==> src/rtl/cacheline_adaptor_pkg.sv <==
// Shared cache-side types for the cacheline adaptor: line/burst words and FSM states.
package cacheline_adaptor_pkg;

  localparam int BURST_BEATS = 4;
  localparam int CACHELINE_W = 256;

  typedef logic [CACHELINE_W-1:0] rv32i_cacheline;
  typedef logic [63:0]            rv32i_burst;

  typedef enum logic [1:0] {
    CLA_IDLE,
    CLA_RD,
    CLA_WR,
    CLA_DONE
  } cla_state_t;

endpackage

==> src/rtl/cacheline_adaptor.sv <==
// Cacheline adaptor: turns whole-line cache requests into fixed-length memory
// bursts. Write lines are sliced into beats (lowest beat first); read beats are
// gathered into a line and returned with a one-cycle resp_o pulse.
module cacheline_adaptor
  import cacheline_adaptor_pkg::*;
#(
  parameter int LINE_W  = $bits(rv32i_cacheline),
  parameter int BURST_W = $bits(rv32i_burst)
) (
  input  logic               clk,
  input  logic               rst,
  // cache side
  input  logic [LINE_W-1:0]  line_i,
  output logic [LINE_W-1:0]  line_o,
  input  logic [31:0]        address_i,
  input  logic               read_i,
  input  logic               write_i,
  output logic               resp_o,
  // memory side
  input  logic [BURST_W-1:0] burst_i,
  output logic [BURST_W-1:0] burst_o,
  output logic [31:0]        address_o,
  output logic               read_o,
  output logic               write_o,
  input  logic               resp_i
);

  localparam int BEATS = LINE_W / BURST_W;
  localparam int CNT_W = (BEATS > 1) ? $clog2(BEATS) : 1;
  localparam int OFF_W = $clog2(LINE_W / 8);

  localparam logic [CNT_W-1:0] LAST_BEAT = CNT_W'(BEATS - 1);
  localparam logic [31:0]      ADDR_MASK = ~((32'd1 << OFF_W) - 32'd1);

  cla_state_t state_q, state_d;
  logic [CNT_W-1:0]   cnt_q, cnt_d;
  // Holds the line being written, or the line being assembled during a read.
  logic [LINE_W-1:0]  buf_q, buf_d;
  logic [LINE_W-1:0]  line_d;
  logic [BURST_W-1:0] burst_d;
  logic [31:0]        addr_d;
  logic               read_d, write_d, resp_d;

  function automatic logic [31:0] align_line(input logic [31:0] addr);
    return addr & ADDR_MASK;
  endfunction

  function automatic logic [BURST_W-1:0] beat_of(input logic [LINE_W-1:0] line,
                                                 input logic [CNT_W-1:0]  idx);
    return line[BURST_W*int'(idx) +: BURST_W];
  endfunction

  // Next-state and next-output logic; every output is computed here and registered below.
  always_comb begin
    state_d = state_q;
    cnt_d   = cnt_q;
    buf_d   = buf_q;
    line_d  = line_o;
    burst_d = burst_o;
    addr_d  = address_o;
    read_d  = 1'b0;
    write_d = 1'b0;
    resp_d  = 1'b0;

    unique case (state_q)
      CLA_IDLE: begin
        // Write is checked first so a simultaneous read+write resolves to the write.
        if (write_i) begin
          state_d = CLA_WR;
          buf_d   = line_i;
          addr_d  = align_line(address_i);
          burst_d = line_i[BURST_W-1:0];
          cnt_d   = '0;
          write_d = 1'b1;
        end else if (read_i) begin
          state_d = CLA_RD;
          addr_d  = align_line(address_i);
          cnt_d   = '0;
          read_d  = 1'b1;
        end
      end

      CLA_RD: begin
        read_d = 1'b1;
        if (resp_i) begin
          buf_d[BURST_W*int'(cnt_q) +: BURST_W] = burst_i;
          if (cnt_q == LAST_BEAT) begin
            state_d = CLA_DONE;
            cnt_d   = '0;
            read_d  = 1'b0;
            resp_d  = 1'b1;
            line_d  = buf_d;
          end else begin
            cnt_d = cnt_q + CNT_W'(1);
          end
        end
      end

      CLA_WR: begin
        write_d = 1'b1;
        if (resp_i) begin
          if (cnt_q == LAST_BEAT) begin
            state_d = CLA_DONE;
            cnt_d   = '0;
            write_d = 1'b0;
            resp_d  = 1'b1;
          end else begin
            // Present the next beat the cycle after the acknowledge.
            cnt_d   = cnt_q + CNT_W'(1);
            burst_d = beat_of(buf_q, cnt_d);
          end
        end
      end

      CLA_DONE: begin
        // Requests still high here are the tail of the finished transaction.
        state_d = CLA_IDLE;
        cnt_d   = '0;
      end

      default: begin
        state_d = CLA_IDLE;
        cnt_d   = '0;
      end
    endcase
  end

  // State, counter, data buffers and all outputs; reset clears everything, dropping any partial line.
  always_ff @(posedge clk) begin
    if (rst) begin
      state_q   <= CLA_IDLE;
      cnt_q     <= '0;
      buf_q     <= '0;
      line_o    <= '0;
      burst_o   <= '0;
      address_o <= '0;
      read_o    <= 1'b0;
      write_o   <= 1'b0;
      resp_o    <= 1'b0;
    end else begin
      state_q   <= state_d;
      cnt_q     <= cnt_d;
      buf_q     <= buf_d;
      line_o    <= line_d;
      burst_o   <= burst_d;
      address_o <= addr_d;
      read_o    <= read_d;
      write_o   <= write_d;
      resp_o    <= resp_d;
    end
  end

endmodule
==> config.mk <==
export PLATFORM = sky130hd
export DESIGN_NAME = cacheline_adaptor
export DESIGN_NICKNAME = d
export VERILOG_FILES = /design/src/rtl/cacheline_adaptor_pkg.sv /design/src/rtl/cacheline_adaptor.sv
export SDC_FILE = /design/constraint.sdc
export NUM_CORES = 2
export LEC_CHECK = 0
export BUFFER_PORTS_ARGS = -buffer_cell sky130_fd_sc_hd__buf_2
export CAP_MARGIN = 40
export CORE_MARGIN = 1.5
export CORE_UTILIZATION = 30
export DETAILED_ROUTE_END_ITERATION = 6
export SYNTH_ARGS = -nofsm -noshare
export SYNTH_HDL_FRONTEND = slang
export SYNTH_SLANG_ARGS = --single-unit
export TNS_END_PERCENT = 10
==> constraint.sdc <==
create_clock -name clk -period 2.6 [get_ports clk]
set_clock_uncertainty 0.2 [all_clocks]
set_input_delay 0.39 -clock clk [delete_from_list [all_inputs] [get_ports clk]]
set_output_delay 0.39 -clock clk [all_outputs]
set_load 0.1 [all_outputs]
==> metrics.cfg <==
[synth]
synthFlopType = dfxtp_1
synth_edf_count = 0
postSynthAreaPerCell_um2 = 8.36
async_reset_ff_frac = 0
yosysTopAreaCell = dfxtp_1
yosysUniqueCellTypes = 45
yosysMostFrequentCell = dfxtp_1
postSynthCellCount = 3440
synthTopCellsByArea = dfxtp_1, nor2_1, a211oi_1, mux4_2, nand2_1
yosysWarningCount = 0
synth_area_mm2 = 0.0288
ys_ff_latch = 610
synth_commonest_cells = dfxtp_1, nor2_1, nand2_1, clkbuf_1, a211oi_1
yosysSeqAreaShare = 0.424
yosys.area.top_type_share = 0.424

[floorplan]
die_h_um = 313
dieArea_mm2 = 0.0978
core_area_mm2 = 0.0950
ios = 712
start_util = 0.303
num_rows = 113
die_w_um = 313

[detailed_routing]
wl_mm = 137
post_drt_wl_per_cell_um = 24.2
drt-pass1-iter-count = 7
drc = 0
num_vias = 32059
final_antenna_net_count = 0
drt_iter0_drc = 3760
routed_via_density = 5.67

[setup_path]
cp.buffers_inverters = 4
end_kind = flop
cp_num_cells = 8
r2r_cells = 8
slowest_delay_ns = 0.50
path_class = flop to flop
critical_path_arrival_ns = 2.81
start_kind = flop
worstPathRequired_ns = 2.92
path_common_cell = buf_4
path_cells = inv_2, ha_4, buf_12, buf_4, buf_4, mux4_2, a211oi_1, nor3_1
worstPathMaxFanout = 9
cp_top_family = buffers and inverters
slowest_stage = mux4_2

[final_layout]
seqCellArea_mm2 = 0.0122
multi_input_area_mm2 = 0.0151
fillers = 9341
area_delta_synth_final_pct = 39.8
drive_above_1_share = 0.244
final_nets = 4700

[clock_tree]
clk_pin_slew_ns = 0.06
ctsLongestPathBuffers = 3
worst_skew_pair.late_latency_ns = 0.65
htreeDepth = 3
cts_tree = done
cts_root_buffer = clkbuf_16
cts_buffers = 73
numClockSinks = 610

[pwr]
p_total_mw = 44.9
ir_drop_mv = 1.11
power_density_mw_per_mm2 = 1120
static-leakage-power_nw = 15.8

[place]
place.gp.congestion = 0.874
post-dp-hpwl_mm = 89.6
io_buffers = 701
place_ws_ns = 0.00867

[timing]
slew_viol_final = 0
setup_viol = 0
finalHoldViolCount = 0
setup_ws_ns = 0.105
setup_tns_ns = 0
max_freq_ghz = 0.401
slew_headroom = 0.519
min_period_over_period = 0.960
rsz0062_at_grt = no
finalCriticalPeriod_ns = 2.49
timing.hold.ws_ns = 0.0579
worst_slew_pin_slew_ns = 0.721

[outcome]
outcome = complete, no violations

[grt]
grt.total_usage = 0.267
antenna_found_initial = 10
grt_max_degree = 117
grt_pass1_vias = 30061
grt_pass1_wl_mm = 198
grt-ovfl-total = 0

[hold_path]
hp-class = input port to flop
hold_path_depth = 3

[run]
maxCapViolations = 0

==> flip-flops by register name, summed over array words and instances (netlist names) <==
signal,count
buf_q,256
line_o,256
burst_o,64
address_o,27
cnt_q,2
state_q,2
read_o,1
resp_o,1
write_o,1
==> final cells by class <==
type,instances,area share
diodes,7,0.000436
clock buffers,111,0.0548
clock inverters,17,0.00355
inverters,28,0.00271
multi-input cells,2432,0.375
flip-flops and latches,610,0.304
well taps,1265,0.0394
repair buffers,1189,0.221
==> what timing repair did <==
item	4_1_cts	5_1_grt
pin swaps	0	2
buffers inserted	0	5
hold endpoints to repair	472	0
gates resized for setup	1	22
endpoints found under the setup margin	3	66
hold buffers	345	0
==> cell usage in the layout (no fill, tap or decap), types with 4 or more instances in the layout <==
cell type      synthesis  final
clkbuf_8               0     19
diode_2                0      7
buf_12                 2     63
a2bb2oi_1             35     35
a211o_1               93     92
a22oi_1               71     71
a31oi_1               93     90
nand2_1              366    365
inv_1                 25     23
a211oi_2               0      5
clkbuf_16              0     76
nor2b_1              160    156
conb_1                 1      5
o21ai_0              137    137
clkinv_2               0      9
a21oi_1              152    152
clkbuf_1             209     17
dfxtp_1              610    609
ha_4                   0      4
a221oi_2               0      4
buf_4                 20     72
dlygate4sd3_1          0    345
nand3_1               15     12
buf_6                  1      5
a221oi_1             138    134
mux4_2                63     63
a311o_1                9      9
a211oi_1             192    186
nor3_1               185    185
buf_2                119    700
o22ai_1               35     35
a311oi_1             111    111
nor2_1               532    531
==> metrics by stage <==
| step | std cells | util | area (um2) |
|---|---|---|---|
| global placement | 5172 | 0.360 | 34200 |
| finish | 5659 | 0.423 | 40200 |
| CTS | 5647 | 0.421 | 40000 |
| global route | 5656 | 0.423 | 40200 |
| floorplan | 3444 | - | 28800 |
| detailed placement | 5174 | 0.360 | 34200 |
==> worst register-to-register path, stage by stage, from the launching register on <==
cell and delay (ns):
dfxtp_4 0.41, inv_2 0.08, ha_4 0.38, buf_12 0.19
buf_4 0.16, buf_4 0.13, mux4_2 0.50, a211oi_1 0.25
nor3_1 0.07
==> cell families (layout without fill, tap and decap cells) <==
kind of cell | Yosys count | after routing | synth area share
other | 1 | 12 | 0.000130
muxes | 68 | 68 | 0.0511
adders and majority gates | 9 | 9 | 0.00391
and+or+nand+nor | 1281 | 1281 | 0.193
buffers and inverters | 402 | 1345 | 0.0617
DFF | 610 | 610 | 0.424
AOI/OAI and AO/OA | 1069 | 1069 | 0.265
==> worst paths after layout <==
kind         slack (ns)                        from                         end
min                0.06                 line_i[164]     buf_q[164]$_SDFFE_PP0P_
max                0.11       cnt_q[0]$_SDFFE_PP0P_    burst_o[26]$_SDFFE_PP0P_
min reg2reg        0.25  address_o[11]$_SDFFE_PP0P_  address_o[11]$_SDFFE_PP0P_
max reg2reg        0.11       cnt_q[0]$_SDFFE_PP0P_    burst_o[26]$_SDFFE_PP0P_
==> routing by layer <==
metal	up-vias	share of wire	GRT usage
met1	15334	0.40	0.349
li1	14404	-	-
met5	-	0.00020	0
met2	1946	0.46	0.430
met3	371	0.090	0.0423
met4	4	0.046	0.127
==> power breakdown <==
group	internal (mW)	switching [mW]	total (mW)
Clock	5.86	4.31	10.2
Combinational	7.08	14.1	21.2
Sequential	11.6	1.96	13.6
Total	24.5	20.4	44.9
Note: power is estimated with default switching activity, not from simulation.
